[config.mk]
export PLATFORM = sky130hd
export DESIGN_NAME = comparator_track_nbit
export DESIGN_NICKNAME = d
export VERILOG_FILES = /design/src/rtl/comparator_track_nbit.sv
export SDC_FILE = /design/constraint.sdc
export NUM_CORES = 1
export LEC_CHECK = 0
export BUFFER_PORTS_ARGS = -buffer_cell sky130_fd_sc_hd__clkbuf_2
export CAP_MARGIN = 20
export CORE_MARGIN = 5
export CORE_UTILIZATION = 43
export CTS_CLUSTER_DIAMETER = 150
export DETAILED_ROUTE_END_ITERATION = 7
export GPL_ROUTABILITY_DRIVEN = 0
export PLACE_DENSITY = 0.81
export SYNTH_ARGS = -nofsm -noshare
export SYNTH_HDL_FRONTEND = slang
export SYNTH_SLANG_ARGS = --single-unit
[constraint.sdc]
create_clock -name clk -period 2.6 [get_ports clk]
set_input_delay 0 -clock clk [delete_from_list [all_inputs] [get_ports clk]]
set_output_delay 0 -clock clk [all_outputs]
set_load 0.1 [all_outputs]
[src/rtl/comparator_track_nbit.sv]
// Registered a/b magnitude comparator with equal-event counter and optional min/max tracking of a.
// Min/max tracking is compiled in only when CMP_MINMAX_TRACK_EN is defined.
module comparator_track_nbit #(
  parameter int unsigned N      = 8,
  parameter int unsigned SIGNED = 0,
  parameter int unsigned CNT_W  = 8
) (
  input  logic             clk,
  input  logic             reset_n,
  input  logic             in_valid,
  input  logic [N-1:0]     a,
  input  logic [N-1:0]     b,
  input  logic             clear,
  output logic             out_valid,
  output logic             smaller,
  output logic             equal,
  output logic             greater,
  output logic [CNT_W-1:0] eq_count,
  output logic [N-1:0]     min_a,
  output logic [N-1:0]     max_a,
  output logic             stats_valid
);

  // Flipping the MSB maps two's-complement order onto unsigned order.
  localparam logic [N-1:0] KeyFlip = (SIGNED != 0) ? {1'b1, {(N-1){1'b0}}} : '0;

  logic [N-1:0] a_key, b_key;
  logic         a_lt, a_eq, a_gt;

  assign a_key = a ^ KeyFlip;
  assign b_key = b ^ KeyFlip;
  assign a_lt  = a_key < b_key;
  assign a_eq  = a == b;
  assign a_gt  = a_key > b_key;

  logic             out_valid_q;
  logic             smaller_q, equal_q, greater_q;
  logic [CNT_W-1:0] eq_count_q, eq_count_d;

  always_ff @(posedge clk or negedge reset_n) begin
    if (!reset_n) begin
      out_valid_q <= 1'b0;
      smaller_q   <= 1'b0;
      equal_q     <= 1'b0;
      greater_q   <= 1'b0;
    end else begin
      out_valid_q <= in_valid;
      if (in_valid) begin
        smaller_q <= a_lt;
        equal_q   <= a_eq;
        greater_q <= a_gt;
      end
    end
  end

  always_comb begin
    eq_count_d = eq_count_q;
    if (clear) begin
      eq_count_d = (in_valid && a_eq) ? CNT_W'(1) : '0;
    end else if (in_valid && a_eq && (eq_count_q != '1)) begin
      eq_count_d = eq_count_q + CNT_W'(1);
    end
  end

  always_ff @(posedge clk or negedge reset_n) begin
    if (!reset_n) begin
      eq_count_q <= '0;
    end else begin
      eq_count_q <= eq_count_d;
    end
  end

  assign out_valid = out_valid_q;
  assign smaller   = smaller_q;
  assign equal     = equal_q;
  assign greater   = greater_q;
  assign eq_count  = eq_count_q;

`ifdef CMP_MINMAX_TRACK_EN
  typedef enum logic [0:0] {StEmpty, StTrack} state_e;

  state_e       state_q, state_d;
  logic [N-1:0] min_q, min_d, max_q, max_d;
  logic [N-1:0] min_key, max_key;

  assign min_key = min_q ^ KeyFlip;
  assign max_key = max_q ^ KeyFlip;

  always_comb begin
    state_d = state_q;
    min_d   = min_q;
    max_d   = max_q;
    if (clear && !in_valid) begin
      state_d = StEmpty;
      min_d   = '0;
      max_d   = '0;
    end else if (in_valid) begin
      // A clear alongside a sample restarts tracking from that sample.
      if (clear || (state_q == StEmpty)) begin
        state_d = StTrack;
        min_d   = a;
        max_d   = a;
      end else begin
        if (a_key < min_key) min_d = a;
        if (a_key > max_key) max_d = a;
      end
    end
  end

  always_ff @(posedge clk or negedge reset_n) begin
    if (!reset_n) begin
      state_q <= StEmpty;
      min_q   <= '0;
      max_q   <= '0;
    end else begin
      state_q <= state_d;
      min_q   <= min_d;
      max_q   <= max_d;
    end
  end

  assign min_a       = min_q;
  assign max_a       = max_q;
  assign stats_valid = (state_q == StTrack);
`else
  assign min_a       = '0;
  assign max_a       = '0;
  assign stats_valid = 1'b0;
`endif

endmodule

==> flow_summary.yaml <==
outcome:
  status: "completed"
timing:
  relSlewSlack_pct: 63.75
  postLayoutSetupSlackWorst_ns: 0.4548
  fmax_mhz: 466.1
  setup_violations: 0
  setup_tns_ns: 0
  worstMarginPinSlew_ns: 0.5461
  final.setup_skew_ns: 0.004098
  period_share_pct: 82.51
  slew_violations: 0
  holdWs_ns: 0.1380
  rsz0062_at_grt: "no"
  min_period_ns: 2.145
  final-hold-violation-count: 0
worst_setup_path:
  cp.arrival_ns: 2.36
  start_kind: "flip-flop"
  cp_max_fo: 13
  path_cells: "ha_1, and3_1, a2111o_1, or4_1, a21oi_1"
  r2r_end: "eq_count[6]$_DFFE_PN0P_"
  r2r_start: "eq_count[0]$_DFFE_PN0P_"
  reg2reg_slack_ns: 0.45
  required_ns: 2.81
  endpoint_kind: "flip-flop"
  max_stage_delay_ns: 0.56
  critical_path.top_delay_family: "compound AO/OA/AOI/OAI gates"
  slowest_stage: "a2111o_1"
  rr_worst_depth: 5
  worstSetupPathType: "flip-flop to flip-flop"
  path_buf_inv: 0
floorplanning:
  boundaryPins: 49
  rows: 16
  die_x_um: 55.26
  core_mm2: 0.001962
  start_util_pct: 44.90
  fp.dieH_um: 55.26
  dieArea_mm2: 0.003054
pwr:
  pwr-share-clk_pct: 27.0
  cellPowerDensity_mw_per_mm2: 521.4
  seqPwrFrac_pct: 35.2
  power_switching_uw: 243.7
  leakage_uw: 0.0005856
  p_comb_share_pct: 37.7
  p_int_uw: 308.8
  irDropWorstVdd_mv: 0.3534
  switching_share_pct: 44.11
  power.total_uw: 552.6
final_layout:
  final_nets: 163
  drive_above_1_share_pct: 26.32
  area_growth_pct: 20.31
  antenna_cells: 0
  final_core_util_pct: 54.02
  nFillCells: 187
drt:
  firstDrtPassIters: 4
  route.detailed.drc: 0
  ant_nets: 0
  wl_per_cell_um: 12.04
  via_per_inst: 4.906
  vias: 785
  wl_mm: 1.927
  dr.first_iter.drc_count: 27
global_route:
  grt_overflow: 0
  grt_max_degree: 14
  antenna_found_initial: 0
  grt_usage_pct: 12.72
  grt_pass1_wl_mm: 3.222
  grt_pass1_vias: 742
place:
  pre_cts_ws_ns: 0.4880
  hpwl_mm: 1.585
  port_buffers: 31
logic_synthesis:
  yosys.area.top_type: "dfrtp_1"
  ys.flop_type: "dfrtp_1"
  synth_edf_count: 0
  synth_cells: 98
  synth.avg_cell_area_um2: 8.988
  ys_seq_area_share_pct: 34.09
  synthTopCellsByArea: "dfrtp_1 (34%), buf_4 (14%), ha_1 (13%)"
  ys_seq_elements: 12
  syn_area_um2: 880.8
  ys_types: 30
  synthDominantCellAreaShare_pct: 34.09
  async_flop_share_pct: 100.0
  yosysWarnings: 0
clock_network:
  post_cts_buffers: 0
  cts-root-buf: "clkbuf_4"
  cts.htree.levels: 1
  path_clk_slew_ns: 0.08
  cts_hold_buffers: 3
  cts.sinks: 12
  cts_buffers: 3
  cts_tree: "done"
  cts_buffer_depth: 2
  post_cts_resized: 0
  clk_latency_ns: 0.28
job:
  maxCapViolCount: 0
min_path:
  hold_path_class: "input port to async pin"
-- cells in the mapped netlist (all sizes together) (2+ instances only) --
cell type,number
a21o,2
o21ai,3
inv,10
a21oi,9
o21bai,2
dfrtp,12
or4,2
or3,3
nand2,4
nor2b,2
buf,19
o31ai,2
ha,9
nand3,5
-- worst max path at each step --
stage / from / endpoint / slack [ns] / cells past startpoint
3_3_place_gp: eq_count[0]$_DFFE_PN0P_ / eq_count[6]$_DFFE_PN0P_ / 0.55 / 5
4_1_cts: eq_count[0]$_DFFE_PN0P_ / eq_count[6]$_DFFE_PN0P_ / 0.47 / 5
2_1_floorplan: eq_count[0]$_DFFE_PN0P_ / eq_count[2]$_DFFE_PN0P_ / 0.18 / 6
3_5_place_dp: eq_count[0]$_DFFE_PN0P_ / eq_count[6]$_DFFE_PN0P_ / 0.49 / 5
5_1_grt: eq_count[0]$_DFFE_PN0P_ / eq_count[6]$_DFFE_PN0P_ / 0.37 / 5
6_report: eq_count[0]$_DFFE_PN0P_ / eq_count[6]$_DFFE_PN0P_ / 0.45 / 5
-- worst reg2reg max path, cell delays in order, from the launching register on --
cell	delay, ns
dfrtp_1	0.42
ha_1	0.27
and3_1	0.16
a2111o_1	0.56
or4_1	0.52
a21oi_1	0.15
-- per-stage QoR --
| step | instance area (um^2) | cells |
|---|---|---|
| final | 1060 | 160 |
| after floorplan | 940.9 | 114 |
| after global routing | 1060 | 160 |
| after global placement | 993.5 | 153 |
| after detailed placement | 993.5 | 153 |
| after CTS | 1060 | 160 |
-- layout by cell type (no fill, tap or decap), drive strengths merged --
master / instances
or3: 3
a21boi: 1
nor2: 1
mux2i: 1
o21bai: 2
a21oi: 9
nand3b: 1
nor2b: 2
inv: 10
nand4: 1
and3: 1
conb: 17
o31ai: 2
a21o: 2
or4: 2
a211oi: 1
o21ai: 3
clkbuf: 35
nand3: 5
a2111o: 1
o211ai: 1
a311oi: 1
dfrtp: 12
a22o: 1
ha: 9
nand2: 4
dlygate4sd3: 3
and4: 1
nor3: 1
-- area by class of cell --
cell class,count,area (um^2),area share [%]
Inverter,10,37.54,3.542
Sequential cell,12,300.3,28.34
Tap cell,27,33.78,3.188
Timing Repair Buffer,34,185.2,17.47
Multi-Input combinational cell,73,466.7,44.04
Clock buffer,4,36.28,3.424
-- logic make-up (layout without fill, tap and decap cells) --
kind of cell,after synthesis,in the layout,synth area share [%]
multiplexers,1,1,1.136
flip-flops,12,12,34.09
AO/OA/AOI/OAI,24,24,17.75
buffers and inverters,29,48,19.74
AND/OR/NAND/NOR,22,22,14.06
other,1,17,0.4257
adder cells (fa/ha/maj),9,9,12.78
-- metal layers --
layer,track usage [%],part of all wire (%)
met4,2.083,0.42
met5,0,0
met3,6.527,11
met1,13.83,39
met2,22.30,50
-- power groups by stage --
stage	Clock (uW)	Combinational, uW	Sequential, uW
finish	149	209	195
global route	165	219	195
CTS	154	209	195
detailed placement	0	205	198
global placement	0	201	198
floorplan	0	154	237
-- flip-flops by register name (all words and copies together), names as in the netlist --
| register | flops |
|---|---|
| greater | 1 |
| out_valid | 1 |
| equal | 1 |
| smaller | 1 |
| eq_count | 8 |
Power figures use the tool's default switching activity.
